**src/rtl/wb_stage.sv**
```systemverilog
// Memory/writeback stage: aligns and extends load data, gates register-file writes
// (x0 and faulting loads suppressed), flags misaligned loads and counts retirements.
module wb_stage #(
  parameter int XLEN     = 64,
  parameter int RETIRE_W = 64
) (
  input  logic                clk,
  input  logic                reset,
  input  logic                stall,
  input  logic                flush,
  input  logic                in_valid,
  input  logic                in_regwrite,
  input  logic                in_memtoreg,
  input  logic [4:0]          in_rd,
  input  logic [2:0]          in_funct3,
  input  logic [XLEN-1:0]     in_alu_result,
  input  logic [XLEN-1:0]     in_mem_data,
  output logic [4:0]          RD,
  output logic [XLEN-1:0]     WriteData,
  output logic                RegWrite,
  output logic                misaligned,
  output logic [RETIRE_W-1:0] retired
);

  localparam logic [2:0] F3_LB  = 3'b000;
  localparam logic [2:0] F3_LH  = 3'b001;
  localparam logic [2:0] F3_LW  = 3'b010;
  localparam logic [2:0] F3_LD  = 3'b011;
  localparam logic [2:0] F3_LBU = 3'b100;
  localparam logic [2:0] F3_LHU = 3'b101;
  localparam logic [2:0] F3_LWU = 3'b110;

  // Extract the addressed field from the pre-shifted doubleword and extend it.
  function automatic logic [XLEN-1:0] load_align(input logic [2:0] funct3,
                                                 input logic [XLEN-1:0] shifted);
    logic signed [7:0]  b8;
    logic signed [15:0] h16;
    logic signed [31:0] w32;
    b8  = shifted[7:0];
    h16 = shifted[15:0];
    w32 = shifted[31:0];
    case (funct3)
      F3_LB:   load_align = XLEN'(b8);
      F3_LH:   load_align = XLEN'(h16);
      F3_LW:   load_align = XLEN'(w32);
      F3_LD:   load_align = shifted;
      F3_LBU:  load_align = XLEN'(shifted[7:0]);
      F3_LHU:  load_align = XLEN'(shifted[15:0]);
      F3_LWU:  load_align = XLEN'(shifted[31:0]);
      default: load_align = '0;
    endcase
  endfunction

  function automatic logic load_fault(input logic [2:0] funct3, input logic [2:0] offset);
    case (funct3)
      F3_LB, F3_LBU: load_fault = 1'b0;
      F3_LH, F3_LHU: load_fault = offset[0];
      F3_LW, F3_LWU: load_fault = |offset[1:0];
      F3_LD:         load_fault = |offset;
      default:       load_fault = 1'b1;
    endcase
  endfunction

  logic [4:0]          rd_q, rd_d;
  logic [XLEN-1:0]     wdata_q, wdata_d;
  logic                regwrite_q, regwrite_d;
  logic                mis_q, mis_d;
  logic [RETIRE_W-1:0] retired_q, retired_d;

  logic [2:0]      offset;
  logic [XLEN-1:0] shifted;
  logic [XLEN-1:0] load_data;
  logic            fault;
  logic            capture;

  always_comb begin
    offset     = in_alu_result[2:0];
    shifted    = in_mem_data >> {offset, 3'b000};
    load_data  = load_align(in_funct3, shifted);
    fault      = in_memtoreg & load_fault(in_funct3, offset);
    capture    = !flush && !stall;

    rd_d       = rd_q;
    wdata_d    = wdata_q;
    regwrite_d = regwrite_q;
    mis_d      = mis_q;
    retired_d  = retired_q;

    // Flush and bubbles both load an empty entry; stall alone holds everything.
    if (flush || (capture && !in_valid)) begin
      rd_d       = '0;
      wdata_d    = '0;
      regwrite_d = 1'b0;
      mis_d      = 1'b0;
    end else if (capture) begin
      rd_d       = in_rd;
      wdata_d    = in_memtoreg ? load_data : in_alu_result;
      regwrite_d = in_regwrite & (in_rd != 5'd0) & !fault;
      mis_d      = in_memtoreg & fault;
      retired_d  = retired_q + RETIRE_W'(1);
    end
  end

  // MEM -> WB stage register
  always_ff @(posedge clk or negedge reset) begin
    if (!reset) begin
      rd_q       <= '0;
      wdata_q    <= '0;
      regwrite_q <= 1'b0;
      mis_q      <= 1'b0;
      retired_q  <= '0;
    end else begin
      rd_q       <= rd_d;
      wdata_q    <= wdata_d;
      regwrite_q <= regwrite_d;
      mis_q      <= mis_d;
      retired_q  <= retired_d;
    end
  end

  assign RD         = rd_q;
  assign WriteData  = wdata_q;
  assign RegWrite   = regwrite_q;
  assign misaligned = mis_q;
  assign retired    = retired_q;

endmodule

```
**config.mk**
```make
export PLATFORM = sky130hd
export DESIGN_NAME = wb_stage
export DESIGN_NICKNAME = d
export VERILOG_FILES = /design/src/rtl/wb_stage.sv
export SDC_FILE = /design/constraint.sdc
export NUM_CORES = 1
export LEC_CHECK = 0
export CORE_MARGIN = 4
export CORE_UTILIZATION = 32
export DETAILED_ROUTE_END_ITERATION = 10
export HOLD_SLACK_MARGIN = 0.05
export SETUP_SLACK_MARGIN = 0.5
export SLEW_MARGIN = 30
export SYNTH_ARGS = -nofsm -noshare
export SYNTH_HDL_FRONTEND = slang
export SYNTH_SLANG_ARGS = --single-unit
```
**constraint.sdc**
```tcl
create_clock -name clk -period 2.4 [get_ports clk]
set_input_delay 0.36 -clock clk [delete_from_list [all_inputs] [get_ports clk]]
set_output_delay 0.36 -clock clk [all_outputs]
set_load 0.05 [all_outputs]
```
==> results of run 1 <==
flip-flops by register name, summed over array words and instances, names as in the netlist:
signal,count
RD,5
retired,64
WriteData,64
misaligned,1
RegWrite,1
per-stage QoR:
stage               power [W]  setup slack (ns)
finish               0.006659            0.5366
global route         0.006917            0.4703
CTS                  0.006686            0.4943
detailed placement   0.003970           -0.3339
global placement     0.003968           -0.2768
floorplan            0.003253            0.3602
routing by layer:
| metal | global-route usage, % | up-vias | share of wire [%] |
|---|---|---|---|
| met5 | 0 | - | 0.14 |
| met4 | 5.834 | 6 | 2.1 |
| met3 | 6.186 | 36 | 7.5 |
| met2 | 35.12 | 310 | 48 |
| met1 | 27.20 | 3754 | 42 |
| li1 | - | 3633 | - |
power breakdown:
part           internal (W)  switching (W)  total, W
logic              0.000613       0.000853   0.00147
registers           0.00236      0.0000917   0.00246
clock network       0.00165        0.00109   0.00274
total               0.00462        0.00204   0.00666
worst max-delay path, stage by stage, from the launching register on:
cell and delay, ns:
dfrtp_2 0.42, buf_4 0.12, dlygate4sd2_1 0.55
final timing paths:
kind,start,endpoint,slack [ns],cells after the start
worst min-delay path,in_mem_data[63],WriteData[63],0.26,3
min in group asynchronous,reset,retired[17],0.45,2
worst max register to register,retired[15],retired[47],0.57,7
max in group asynchronous,reset,retired[3],1.29,3
worst min register to register,retired[63],retired[63],0.46,1
worst max-delay path,retired[28],retired[28],0.54,2
placed cells by master, fill, tap and decap left out, types with 22 or more instances in the layout:
cell and count:
buf_4 65, dfrtp_2 38, xnor2_1 43, o211ai_2 22, a21oi_1 52, dfrtp_1 97
mux2i_1 35, nor2_1 60, nand3_1 27, clkdlybuf4s50_1 127, a22oi_1 34, nand2_1 91
dlygate4sd2_1 141
cells by family (layout without fill, tap and decap cells):
family	after synthesis	after routing
fa+ha+maj	1	1
xor+xnor	63	63
buf+inv	63	392
mux	70	70
other cells	0	1
compound gates	192	195
simple gates	281	282
flops	135	135
layout make-up:
class | instances | area (sq um) | area share, %
multi-input cells | 611 | 4642 | 37.40
flip-flops and latches | 135 | 3426 | 27.60
repair buffers | 355 | 3314 | 26.70
clock buffers | 18 | 429.2 | 3.457
well taps | 324 | 405.4 | 3.266
clock inverters | 14 | 175.2 | 1.411
inverters | 5 | 18.77 | 0.1512
diodes | 1 | 2.502 | 0.02016
repair_timing:
action | in CTS | in global routing
hold buffers | 1 | 0
gates cloned | 5 | 0
hold endpoints to repair | 43 | 0
endpoints found under the setup margin | 194 | 69
resized for setup | 169 | 14
setup buffers | 8 | 15
pin swaps | 8 | 8
==> implementation parameters, run 1 <==
Parameter                              Value

Synthesis
  Number of synthesized flops with an enable pin ... 0
  Total number of yosys warnings ... 0
  Most used standard cell by instance count after synthesis ... dfrtp_1
  Dominant combinational cell family by area after synthesis ... compound AO/OA/AOI/OAI gates
  FF+latch count, synth ... 135
  Area fraction in and, or, nand and nor cells after synthesis ... 17.39%
  Leading area contributor after synthesis ... dfrtp_1
  Post-synthesis instance total ... between 800 and 900
  Net count after synthesis ... 949
  Commonest register cell after synthesis ... dfrtp_1
  Synth top area cells ... dfrtp_1 (42%), mux4_2 (5.9%), xnor2_1 (4.7%)
  Distinct cell type count after synthesis ... 56
  Netlist area before placement ... 0.008073 sq mm
  Post-Synth XOR/XNOR Area ... a little under 7%
  Top cells by count, synth ... dfrtp_1 (135), nand2_1 (95), nor2_1 (64)
  Area fraction in compound gates after synthesis ... 18.01%
  Synthesized area divided by synthesized cell count ... approximately 10 sq um
  Async set or reset register ratio after synthesis ... 100.0%
  Share of the yosys chip area belonging to registers ... a little over two fifths
  Synthesized-area fraction occupied by adder cells ... less than 1%
  Portion of synthesized cell area occupied by the leading cell type ... a little over two fifths
  Mux share of post-synthesis cell area ... about 12%

Routing
  Wire length after detailed routing ... approximately 30,000 um
  Detailed-route vias per instance ... 5.290
  Remaining antenna violation count ... 0
  Total via count in the routed design ... 7,739
  Post-route DRC violation count ... 0
  Final routed wire length divided by cell count ... ~21 um
  DRC marker count from the first detailed-route iteration ... just over 400
  Iteration count of the initial detailed-routing pass ... 5

Placed design
  Standard cell area after detailed placement ... around 0.012 sq mm
  HPWL after detailed placement ... approximately 23,000 um
  Post-placement cell count ... between 1,000 and 1,500
  Port bufs ... 277
  GP Congestion ... 0.8690

Die
  Number of placement rows ... 57
  IO Pins ... between 200 and 300
  Effective utilization at floorplan ... about a third
  Y dimension of the die ... around 170 um
  Die boundary width ... 166.8 um
  Die Outline Area ... roughly 0.028 sq mm
  Core footprint ... between 0.02 and 0.025 sq mm

Final layout
  Layout Cells excl Fill ... between 1,000 and 1,500
  Post-Route Utilization ... 50.60%
  Final cell area excluding filler cells ... approximately 0.012 sq mm
  Share of final-layout standard cells stronger than drive strength 1 ... a little under a quarter
  Layout Area Growth over Synthesis ... 53.77%
  Fin nets ... 1,269
  Number of filler cells placed in the layout ... between 2,000 and 2,500

Clock tree
  Cell at the root of the clock tree ... clkbuf_16
  Clock latency reported for the late side of the worst-skew pair ... approximately 0.42 ns
  Buffer depth of the longest clock path ... 2
  Total number of clock tree sinks ... approximately 140
  CTS clock-pin slew for the worst setup and hold paths ... around 0.07 ns
  Clock buffer count from CTS ... 17
  TritonCTS clock tree ... yes
  Level count of the clock H-tree ... 4

Power and ir drop
  Power per standard cell area ... ~540 mW/mm^2
  Static Leak ... around 5.8 nW
  VDD IR-drop max ... between 0.0003 and 0.0004 V

Worst setup path
  Arrival time at the worst endpoint ... about 1.5 ns
  Critical Path End Type ... primary output
  Crit Path Class ... flip-flop to primary output
  Required time worst endpoint ... slightly above 2 ns
  Startpoint Class ... flip-flop
  Critical path fanouts, max ... 7

Timing
  Least-Margin Pin Slew ... between 0.6 and 0.7 ns
  Count of final max-slew check failures ... 0
  RSZ-0062 raised after global routing ... true
  Achievable frequency ... ~540 MHz
  Final worst hold slack ... around 0.26 ns
  Post-route fraction of the period consumed by the critical path ... between 70% and 80%
  Min cycle time layout ... 1.863 ns
  Clk_skew ... between 0.009 and 0.01 ns
  Count of endpoints failing hold in the final timing report ... 0
  Summed negative setup slack over all endpoints ... 0 ns
  Number of endpoints failing setup at the final stage ... 0
  Relative max-transition margin ... 58.29%

GRT
  Remaining Overflow, GRT ... 0
  Antenna violations before repair ... 5
  Via count of the first global-routing pass ... 7,877
  Global-route wire length before repair ... 46,490 um
  Largest net degree at the start of global routing ... 67
  Tot GR Track Use ... between 20% and 30%

Outcome
  Run status ... finished, final reports clean

Flow run
  Max-capacitance violation count ... 0

Worst hold path
  Worst min path class ... input pin to flip-flop
No activity file was read; power rests on OpenSTA's default activity.
==> run 2: changes to the inputs <==
- clock period: 2.4 -> 1.64 ns (I/O delays scaled with it)
==> implementation parameters, run 2 (synthesis results as in run 1) <==
Parameter                              Value

Timing
  Achievable frequency ... ~500 MHz
  Min cycle time layout ... just under 2 ns
  RSZ-0062 raised after global routing ... true
  Summed negative setup slack over all endpoints ... -8.998 ns (-8.998 ns)
  Least-Margin Pin Slew ... 0.5143 ns (-0.1114 ns)
  Number of endpoints failing setup at the final stage ... 93 (+93)
  Clk_skew ... 0.01005 ns (+0.0003080 ns)
  Count of final max-slew check failures ... 0 (unchanged)
  Count of endpoints failing hold in the final timing report ... 0 (unchanged)
  Final WS setup ... -0.3319 ns (-0.8686 ns)
  Post-route fraction of the period consumed by the critical path ... 120.2%
  Relative max-transition margin ... 65.71% (+7.4 points)

Die
  Die Outline Area ... 0.02783 sq mm (unchanged)
  Number of placement rows ... 57 (unchanged)
  Effective utilization at floorplan ... 32.90% (unchanged)
  IO Pins ... 278 (unchanged)
  Core footprint ... 0.02453 sq mm (unchanged)
  Die boundary width ... 166.8 um (unchanged)
  Y dimension of the die ... 166.8 um (unchanged)

Routing
  Final routed wire length divided by cell count ... 21.86 um (+5.7%)
  Total via count in the routed design ... 8,933 (+15%)
  DRC marker count from the first detailed-route iteration ... 726 (+75%)
  Detailed-route vias per instance ... 5.305 (+0.28%)
  Post-route DRC violation count ... 0 (unchanged)
  Remaining antenna violation count ... 0 (unchanged)
  Iteration count of the initial detailed-routing pass ... 5 (unchanged)
  Wire length after detailed routing ... 36,810 um (+22%)

Placed design
  Port bufs ... 277 (unchanged)
  GP Congestion ... 0.8620 (-0.81%)
  Worst-case setup slack after placement ... -0.9060 ns (-0.5721 ns)
  HPWL after detailed placement ... 24,850 um (+10%)

Power and ir drop
  Switching portion of total power ... 30.34% (-0.23 points)
  Internal power summed over all cells ... 0.007414 W (+60%)
  Clock share of power ... 37.7% (-3.4 points)
  Combinational cell fraction of total power ... 28.7% (+6.7 points)
  Proportion of power drawn by flip-flops and latches ... 33.6% (-3.3 points)
  Power per standard cell area ... 674.6 mW/mm^2 (+26%)
  Static Leak ... 7.310 nW (+26%)
  VDD IR-drop max ... 0.0005636 V (+49%)
  Total net switching power ... 0.003229 W (+59%)

Clock tree
  Level count of the clock H-tree ... 4 (unchanged)
  Clock buffer count from CTS ... 17 (unchanged)
  TritonCTS clock tree ... yes
  Cell at the root of the clock tree ... clkbuf_16
  Buffer depth of the longest clock path ... 2 (unchanged)
  CTS clock-pin slew for the worst setup and hold paths ... 0.07 ns (about the same)
  Total number of clock tree sinks ... 135 (unchanged)
  Clock latency reported for the late side of the worst-skew pair ... 0.43 ns (about the same)

Final layout
  Number of filler cells placed in the layout ... 1,886 (-20%)
  Most used cells in the layout excluding fill and tap cells ... buf_6 (183), buf_4 (170), clkdlybuf4s50_1 (104)
  Layout Area Growth over Synthesis ... 95.44%
  Share of final-layout standard cells stronger than drive strength 1 ... 52.25% (+29 points)
  Most common cell after layout, fill and taps aside ... buf_6
  Area used by sequential logic in the layout ... 0.003432 sq mm (+0.18%)
  Area of the multi-input gates ... 0.005190 sq mm (+12%)
  Fin nets ... 1,488 (+17%)

Worst setup path
  Startpoint Class ... flip-flop
  Required time worst endpoint ... 1.97 ns (-0.07 ns)
  Critical Path End Type ... flip-flop
  Arrival time at the worst endpoint ... 2.30 ns (+0.80 ns)
  Critical path fanouts, max ... 4 (-3)
  Cell with the largest stage delay on the worst path ... dfrtp_2
  Number of buffer and inverter stages on the critical path ... 2 (unchanged)
  Crit Path Class ... flip-flop to flip-flop
  Family with the most delay on the worst path ... simple AND/OR/NAND/NOR gates
  Critical Path Max Stage Delay ... 0.39 ns (-0.16 ns)
  Critical-path cell list ... nand4_1 > nor4_4 > buf_6 > and3_4 > buf_6 > nand4_1 > xnor2_1

GRT
  Antenna violations before repair ... 7 (+2)
  Tot GR Track Use ... 23.48% (+2.3 points)
  Via count of the first global-routing pass ... 8,745 (+11%)
  Largest net degree at the start of global routing ... 43 (-36%)
  Global-route wire length before repair ... 51,520 um (+11%)
  Remaining Overflow, GRT ... 0 (unchanged)

Outcome
  Failing checks ... setup timing
  Run status ... complete, but fails checks

Flow run
  Max-capacitance violation count ... 0 (unchanged)

Worst hold path
  Worst min path class ... input pin to flip-flop
[run 2: cell count changes in the layout (fill, tap and decap cells not counted), moves of 23 or more]
cell / before / now
buf_8: 0 / 53
dlygate4sd2_1: 141 / 12
buf_4: 65 / 170
buf_6: 5 / 183
clkdlybuf4s50_1: 127 / 104
[run 2: through the flow]
stage | power [W] | cell area, sq um | instances | hold WS (ns) | utilization, %
3_5_place_dp | 0.006019 | 12450 | 1535 | 0.2091 | 50.73
6_report | 0.01064 | 15780 | 1684 | 0.1929 | 64.31
4_1_cts | 0.01039 | 14710 | 1624 | 0.1784 | 59.97
5_1_grt | 0.01099 | 15780 | 1683 | 0.1938 | 64.30
2_1_floorplan | 0.004794 | 8461 | 805 | -0.04959 | -
3_3_place_gp | 0.006004 | 12450 | 1535 | 0.2071 | 50.73
[run 2: routing by layer]
layer | wire length (um) | track usage [%] | vias to the layer above | share of wire (%)
met5 | 49 | 0 | - | 0.13
met4 | 1115 | 6.617 | 8 | 3.0
met3 | 2344 | 5.049 | 75 | 6.4
met2 | 18330 | 39.12 | 379 | 50
met1 | 14970 | 30.98 | 4378 | 41
li1 | - | - | 4093 | -
[run 2: worst reg2reg max path: stages, from the launching register on]
cell and delay, ns:
dfrtp_2 0.39, nand4_1 0.28, nor4_4 0.35, buf_6 0.19, and3_4 0.23, buf_6 0.11, nand4_1 0.11, xnor2_1 0.23
[run 2: cell type report]
| class | instances | share of cell area, % |
|---|---|---|
| timing repair buffer | 574 | 38.79 |
| antenna | 3 | 0.04758 |
| sequential | 135 | 21.75 |
| multi-input combinational | 611 | 32.89 |
| tap | 324 | 2.569 |
| inverter | 5 | 0.1190 |
| clock buffer | 18 | 2.720 |
| clock inverter | 14 | 1.110 |
[run 2: final timing paths]
| kind | from | to | slack (ns) | cells past startpoint |
|---|---|---|---|---|
| max in group asynchronous | reset | retired[60] | 0.74 | 3 |
| min | in_mem_data[56] | WriteData[56] | 0.19 | 3 |
| min in group asynchronous | reset | retired[19] | 0.32 | 2 |
| min reg2reg | RegWrite | RegWrite | 0.51 | 2 |
| max | retired[7] | retired[36] | -0.33 | 7 |
| max reg2reg | retired[7] | retired[36] | -0.33 | 7 |
[run 2: power by group through the flow]
stage               Clock, W  Sequential (W)  Combinational, W
detailed placement         0         0.00361           0.00241
global route         0.00420         0.00359           0.00320
CTS                  0.00405         0.00356           0.00278
finish               0.00401         0.00358           0.00305
global placement           0         0.00361           0.00240
floorplan                  0         0.00406          0.000736
[run 2: repair_timing]
| action | CTS | global route |
|---|---|---|
| gates resized for setup | 340 | 154 |
| cloned | 6 | 3 |
| hold endpoints to repair | 39 | 0 |
| pin swaps | 51 | 57 |
| hold buffers | 1 | 0 |
| buffers inserted | 50 | 54 |
| setup endpoints to repair | 263 | 261 |
